--- src/rtl/crc_code_encoder.sv ---
// Serial CRC-4 encoder (x^4 + x + 1): shifts an 8-bit word MSB first through an
// LFSR and emits the 12-bit codeword {data, crc} with a one-cycle done pulse.
module crc_code_encoder (
  input  logic        clk,
  input  logic        rst,
  input  logic [7:0]  data_in,
  input  logic        start,
  output logic [11:0] encoded_data,
  output logic        busy,
  output logic        done
);

  localparam logic [0:0] IDLE  = 1'b0;
  localparam logic [0:0] SHIFT = 1'b1;

  logic [0:0]  state_q, state_d;
  logic [7:0]  shift_q, shift_d;
  logic [7:0]  hold_q, hold_d;
  logic [3:0]  lfsr_q, lfsr_d;
  logic [2:0]  count_q, count_d;
  logic [11:0] code_q, code_d;
  logic        busy_q, busy_d;
  logic        done_q, done_d;
  logic        feedback;
  logic [3:0]  lfsr_step;

  // One division step: the bit leaving lfsr[3] combined with the incoming data bit
  // decides whether the low polynomial terms (x + 1) are folded back in.
  always_comb begin
    feedback  = lfsr_q[3] ^ shift_q[7];
    lfsr_step = {lfsr_q[2:0], 1'b0} ^ (feedback ? 4'b0011 : 4'b0000);
  end

  always_comb begin
    state_d = state_q;
    shift_d = shift_q;
    hold_d  = hold_q;
    lfsr_d  = lfsr_q;
    count_d = count_q;
    code_d  = code_q;
    busy_d  = busy_q;
    done_d  = 1'b0;
    case (state_q)
      IDLE: begin
        busy_d = 1'b0;
        if (start) begin
          shift_d = data_in;
          hold_d  = data_in;
          lfsr_d  = 4'h0;
          count_d = 3'd0;
          busy_d  = 1'b1;
          state_d = SHIFT;
        end
      end
      SHIFT: begin
        shift_d = {shift_q[6:0], 1'b0};
        lfsr_d  = lfsr_step;
        count_d = count_q + 3'd1;
        // The eighth shift publishes the codeword and frees the encoder in the same edge.
        if (count_q == 3'd7) begin
          count_d = 3'd0;
          code_d  = {hold_q, lfsr_step};
          busy_d  = 1'b0;
          done_d  = 1'b1;
          state_d = IDLE;
        end
      end
      default: begin
        state_d = IDLE;
        busy_d  = 1'b0;
      end
    endcase
  end

  always_ff @(posedge clk or posedge rst) begin
    if (rst) begin
      state_q <= IDLE;
      shift_q <= 8'h00;
      hold_q  <= 8'h00;
      lfsr_q  <= 4'h0;
      count_q <= 3'd0;
      code_q  <= 12'h000;
      busy_q  <= 1'b0;
      done_q  <= 1'b0;
    end else begin
      state_q <= state_d;
      shift_q <= shift_d;
      hold_q  <= hold_d;
      lfsr_q  <= lfsr_d;
      count_q <= count_d;
      code_q  <= code_d;
      busy_q  <= busy_d;
      done_q  <= done_d;
    end
  end

  assign encoded_data = code_q;
  assign busy         = busy_q;
  assign done         = done_q;

endmodule

--- config.mk ---
export PLATFORM = sky130hd
export DESIGN_NAME = crc_code_encoder
export DESIGN_NICKNAME = d
export VERILOG_FILES = /design/src/rtl/crc_code_encoder.sv
export SDC_FILE = /design/constraint.sdc
export NUM_CORES = 1
export LEC_CHECK = 0
export CORE_MARGIN = 5
export CORE_UTILIZATION = 52
export CTS_CLUSTER_SIZE = 24
export DETAILED_ROUTE_END_ITERATION = 16
export PLACE_DENSITY_LB_ADDON = 0.25
export SLEW_MARGIN = 20
export SYNTH_ARGS = -nofsm -noshare
export SYNTH_HDL_FRONTEND = slang
export SYNTH_SLANG_ARGS = --single-unit
--- constraint.sdc ---
create_clock -name clk -period 1.94 [get_ports clk]
set_clock_uncertainty 0.2 [all_clocks]
set_input_delay 0.388 -clock clk [delete_from_list [all_inputs] [get_ports clk]]
set_output_delay 0.388 -clock clk [all_outputs]
set_load 0.005 [all_outputs]
==> results of run 1 <==
[area by class of cell]
type | instances | area [sq um] | share of cell area
Clock buffer | 6 | 51.30 | 0.02506
Clock inverter | 2 | 60.06 | 0.02934
Inverter | 4 | 15.01 | 0.007335
Multi-Input combinational cell | 72 | 608.1 | 0.2971
Sequential cell | 38 | 950.9 | 0.4645
Tap cell | 33 | 41.29 | 0.02017
Timing Repair Buffer | 33 | 320.3 | 0.1565
[power by group]
| part | total (W) | internal, W | switching (W) |
|---|---|---|---|
| clock | 0.000691 | 0.000437 | 0.000254 |
| sequential | 0.00139 | 0.00116 | 0.000229 |
| combinational | 0.00113 | 0.000729 | 0.000401 |
[cell usage in the layout, fill, tap and decap left out]
| cell | count |
|---|---|
| or3b_2 | 1 |
| buf_12 | 1 |
| mux2i_1 | 9 |
| o31ai_1 | 1 |
| and2b_4 | 1 |
| clkdlybuf4s50_1 | 24 |
| bufinv_16 | 2 |
| dfrtp_1 | 38 |
| clkbuf_8 | 1 |
| nand2_4 | 1 |
| xnor3_1 | 1 |
| nor2_1 | 2 |
| mux2_2 | 10 |
| clkbuf_4 | 5 |
| buf_4 | 8 |
| nand2b_1 | 6 |
| o21ai_0 | 12 |
| mux2_4 | 8 |
| xnor2_1 | 1 |
| o22ai_1 | 2 |
| a21oi_1 | 1 |
| a22o_1 | 1 |
| a31oi_1 | 1 |
| inv_1 | 4 |
| ha_1 | 3 |
| nand2_1 | 11 |
[state kept, by name, summed over array words and instances (netlist names)]
name          cells
count_q           3
lfsr_q            4
done              1
state_q           1
hold_q            8
busy              1
shift_q           8
encoded_data     12
[worst paths after layout]
check                            from                to  depth (start not counted)
setup / recovery           count_q[0]  encoded_data[10]                          5
hold / removal                    rst   encoded_data[5]                          3
setup reg to reg           count_q[0]  encoded_data[10]                          5
hold reg to reg            count_q[0]        count_q[0]                          1
max in group asynchronous         rst        count_q[2]                          3
min in group clk           count_q[0]        count_q[0]                          1
[timing repair]
item,in CTS,in global routing
setup endpoints to repair,0,1
resized for setup,0,1
hold buffers,0,0
[cell families after synthesis]
kind of cell	Yosys count	share of synthesized area
compound gates	18	0.06221
xor+xnor	2	0.01944
fa+ha+maj	3	0.02333
buf+inv	10	0.03421
flops	38	0.5910
mux	27	0.2006
simple gates	22	0.06922
[stage by stage]
stage	util	worst slack [ns]	total power [W]	cell area, sq um	cells
after floorplan	-	0.2673	0.002046	1609	120
after global placement	0.6429	0.08530	0.002477	1931	180
after detailed placement	0.6429	0.04256	0.002542	1931	180
after CTS	0.6800	0.06487	0.003249	2042	188
after global routing	0.6817	0.04453	0.003429	2047	188
final	0.6817	0.1090	0.003209	2047	188
[critical path, stage by stage, from the launching register on]
cell and delay (ns):
dfrtp_1 0.42, ha_1 0.23, ha_1 0.26, nand2_4 0.14, buf_12 0.13, mux2_2 0.32
[routing by layer]
layer / vias to the layer above / routed length [um] / global-route usage
met5: - / 0 / 0
met4: 0 / 41 / 0.06218
met3: 5 / 97 / 0.04274
met2: 26 / 1418 / 0.2566
met1: 501 / 1324 / 0.1982
li1: 479 / - / -
==> impl_results.md, run 1 <==
- Final WL: about 2.9 mm
- Number of flops mapped to enable cells by yosys: 0
- Clock sink total: 38
- Total core area: ~0.003 sq mm
- Total nets after synthesis: about 130
- Run status: finished, final reports clean
- Antenna violation net count after detailed routing: 0
- Number of antenna violations at the first check in global routing: 0
- Die boundary width: about 66 um
- Via-per-instance ratio: ~5.4
- Clk Latency, worst-skew pair: 0.35 ns
- Tightest slew margin relative to the limit: 0.7787
- Starting utilization of the core area: 0.5358
- Layout cell share with drive strength beyond 1: 0.2452
- Global-route wire length before repair: about 5 mm
- Unique masters post-synth: 24
- Worst hold slack after final layout: 0.1484 ns
- HPWL after detailed placement: around 2.1 mm
- Post-Syn Area: around 0.0016 sq mm
- Antenna Cells: 0
- Critical Path Fanout Max: 5
- Master cell of the clock root buffer: clkbuf_4
- Most instantiated flip-flop cell in the synthesis netlist: dfrtp_1
- Maximum clock rate: between 500 and 600 MHz
- Number of endpoints with negative hold slack in the final report: 0
- Clock tree from TritonCTS: yes
- Warning count from the yosys run: 0
- Register-to-Register Setup Slack: 0.11 ns
- Layout net count: 168
- IR drop worst, VDD: 0.0006784 V
- All-Layer GR Usage: 0.1577
- Setup_tns: 0 ns
- Worst hold path class: in -> async
- Total overflow reported by the global router: 0
- H-tree depth reported by CTS: 2
- Routed len/inst: roughly 15 um
- Number of buffers created by CTS: 5
- Via count of the first global-routing pass: 1121
- Kind of capture point of the worst setup path: register
- Pwr/cell area: ~1600 mW/mm^2
- Largest net degree at the start of global routing: 28
- Mapped Cells: 120
- DRC violation count after routing: 0
- Cell types with the highest counts after synthesis: dfrtp_1 (38), o21ai_0 (12), nand2_1 (11)
- Setup violators final: 0
- Pin slew with the least headroom to its limit: around 0.33 ns
- Max-slew violation total from the final report: 0
- Top-Level Pins: 25
- Clock buffer depth: 2
- Area enclosed by the die boundary: between 0.004 and 0.005 sq mm
- Via count: 1011
- Sort of element at the start of the critical path: register
- Routability-driven placement congestion ratio: slightly above 0.8
- Detailed-routing iteration count for the pre-antenna-repair pass: 4
- Clk pin slew, worst setup/hold paths: between 0.1 and 0.15 ns
- PortBufs: 24
- Leakage power summed over all cells: 0.9800 nW
- Biggest area contributors in the synthesized netlist: dfrtp_1 (59%), mux2_4 (7.5%), mux2_2 (7.0%), mux2i_1 (5.6%), o21ai_0 (3.7%)
- Number of DRC markers in iteration 0: slightly below 50
- Die height: 65.63 um
- #FFs+latches synth: 38
- CP required: ~2.0 ns
- Total of fill cells in the finished design: around 220
- Part of the Yosys area used for sequential elements: 0.5910
- Data arrival time of the critical path: around 1.9 ns
- Unrepaired setup endpoints after global routing: false
- Top cell type's share of synthesized area: 0.5910
- Min cycle time layout: 1.831 ns
- Floorplan row count: 20
- Synth area leader: dfrtp_1
- Asr flop ratio synth: 1.000
- Setup fix buffers added after clock tree synthesis: 0
- Most used standard cell by instance count after synthesis: dfrtp_1
- Worst setup path category: reg -> reg
- Period utilisation layout: 0.9438
- Total of max-cap violations: 0
- Growth of design area from synthesis to finish: 27.22%
- Post-Synthesis Mean Instance Area: ~13 sq um
Note: power is estimated with default switching activity, not from simulation.
==> run 2, diff against run 1 <==
- clock period: 1.94 -> 1.8 ns (I/O delays scaled with it)
==> impl_results.md, run 2 (synthesis gave the netlist of run 1 again) <==
- Floorplan row count: 20
- Leakage power summed over all cells: about 1.1 nW
- Worst hold path class: in -> async
- DRC violation count after routing: 0
- Total overflow reported by the global router: 0
- Antenna violation net count after detailed routing: 0
- Antenna Cells: 0
- Clk pin slew, worst setup/hold paths: roughly 0.11 ns
- Top layer reached by signal wires: met4
- Global-route wire length before repair: ~4.8 mm
- Routed length on met3: around 120 um
- Combined buffer and inverter count along the critical path: 1
- Die boundary width: between 60 and 70 um
- Layout net count: between 150 and 200
- Top-Level Pins: 25
- Total core area: about 0.0030 sq mm
- Maximum clock rate: 570.3 MHz
- Clk Latency, worst-skew pair: roughly 0.34 ns
- Clock buffer depth: 2
- Data arrival time of the critical path: ~1.2 ns
- Master cell of the clock root buffer: clkbuf_4
- Final WL: ~2.9 mm
- Layout cell share with drive strength beyond 1: 0.2805
- HPWL after detailed placement: around 2.1 mm
- Growth of design area from synthesis to finish: 29.39%
- Starting utilization of the core area: 0.5358
- Setup violators final: 0
- Clock sink total: 38
- Detailed-routing iteration count for the pre-antenna-repair pass: 4
- All-Layer GR Usage: 0.1502
- Via count of the first global-routing pass: approximately 1100
- Highest-count cells in the layout ignoring fill and taps: dfrtp_1 (38), buf_4 (17), clkdlybuf4s50_1 (13)
- Slowest stage cell, crit path: clkdlybuf4s50_1
- Routed len/inst: between 10 and 15 um
- Total of max-cap violations: 0
- Leading cell type in the layout, fill and taps excluded: dfrtp_1
- Cell-by-cell listing of the critical path: clkdlybuf4s50_1
- Area enclosed by the die boundary: ~0.0043 sq mm
- Routed metal-1 wirelength: between 1 and 1.5 mm
- Pin slew with the least headroom to its limit: 0.3731 ns
- Kind of capture point of the worst setup path: primary output
- Sum of internal, switching and leakage power: roughly 0.0032 W
- Routability-driven placement congestion ratio: 0.7676
- Post-placement cell area: about 0.0020 sq mm
- Sort of element at the start of the critical path: register
- Worst setup path category: reg -> out
- Flip-flop count of the largest register, all copies and words added: 12
- Min cycle time layout: approximately 1.8 ns
- Top delay family on crit path: buffers and inverters
- Tightest slew margin relative to the limit: 0.7513
- IR drop worst, VDD: approximately 0.00063 V
- Met2 WL: roughly 1.4 mm
- Run status: finished, final reports clean
- Critical Path Fanout Max: 2
- PortBufs: 24
- Delay of the slowest critical-path stage: 0.50 ns
- Design Area, Final: approximately 0.0021 sq mm
- Total of fill cells in the finished design: 211
- Clock tree from TritonCTS: yes
- H-tree depth reported by CTS: 2
- Area used by multi-input combinational logic: between 600 and 700 sq um
- Sequential cell area in the final layout: 950.9 sq um
- Largest net degree at the start of global routing: 22
- Via-per-instance ratio: 5.223
- Number of buffers created by CTS: 5
- Via count: 1029
- Number of endpoints with negative hold slack in the final report: 0
- Period utilisation layout: 0.9742
- Max-slew violation total from the final report: 0
- Number of antenna violations at the first check in global routing: 0
- Number of DRC markers in iteration 0: 28
- Pwr/cell area: 1546 mW/mm^2
- Die height: around 66 um
- CP required: 1.24 ns
-- run 2: cell types whose count changed in the layout (fill, tap and decap cells not counted) --
cell | previous run | this run
buf_4 | 8 | 17
bufinv_16 | 2 | 0
clkbuf_1 | 0 | 1
clkdlybuf4s50_1 | 24 | 13
clkinv_2 | 0 | 1
dlygate4sd2_1 | 0 | 1
dlymetal6s2s_1 | 0 | 10
nand2_2 | 0 | 1
nand2_4 | 1 | 0
-- run 2: layout make-up --
cell class	instances	share of cell area
Clock buffer	7	0.02644
Clock inverter	1	0.002404
Inverter	4	0.007212
Multi-Input combinational cell	72	0.2897
Sequential cell	38	0.4567
Tap cell	33	0.01983
Timing Repair Buffer	42	0.1977
-- run 2: metal layers --
layer  vias up  GRT usage
met5         -          0
met4         0    0.07772
met3         5    0.04444
met2        23     0.2353
met1       506     0.1866
li1        495          -
-- run 2: per-stage QoR --
step	instances	worst slack, ns	TNS [ns]	util	hold WS [ns]
after floorplan	120	0.1273	0	-	0.2428
after global placement	183	-0.02973	-0.1477	0.6504	0.2642
after detailed placement	183	-0.06157	-0.2380	0.6504	0.2682
after CTS	191	0.006776	0	0.6700	0.1639
after global routing	197	-0.01112	-0.01112	0.6933	0.1865
final	197	0.04648	0	0.6933	0.1630
-- run 2: timing repair --
item | in CTS | in global routing
gates resized for setup | 1 | 10
gates cloned | 0 | 0
setup buffers | 0 | 6
endpoints found under the setup margin | 1 | 11
hold buffers | 0 | 0
-- run 2: worst paths after layout --
path / depth (start not counted) / slack [ns] / end / from
worst max-delay path: 1 / 0.05 / encoded_data[6] / encoded_data[6]
worst min-delay path: 3 / 0.16 / hold_q[1] / rst
worst max register to register: 5 / 0.08 / encoded_data[9] / count_q[0]
worst min register to register: 1 / 0.29 / count_q[0] / count_q[0]
max in group asynchronous: 3 / 0.98 / shift_q[0] / rst
min in group clk: 1 / 0.29 / count_q[0] / count_q[0]
-- run 2: tightest hold or removal path: stages --
cell	delay (ns)
clkdlybuf4s50_1	0.40
inv_1	0.08
buf_4	0.24
-- run 2: power by group --
group          switching, W  total, W  internal (W)
clock              0.000265  0.000454      0.000189
sequential         0.000245   0.00149       0.00125
combinational      0.000440   0.00127      0.000831
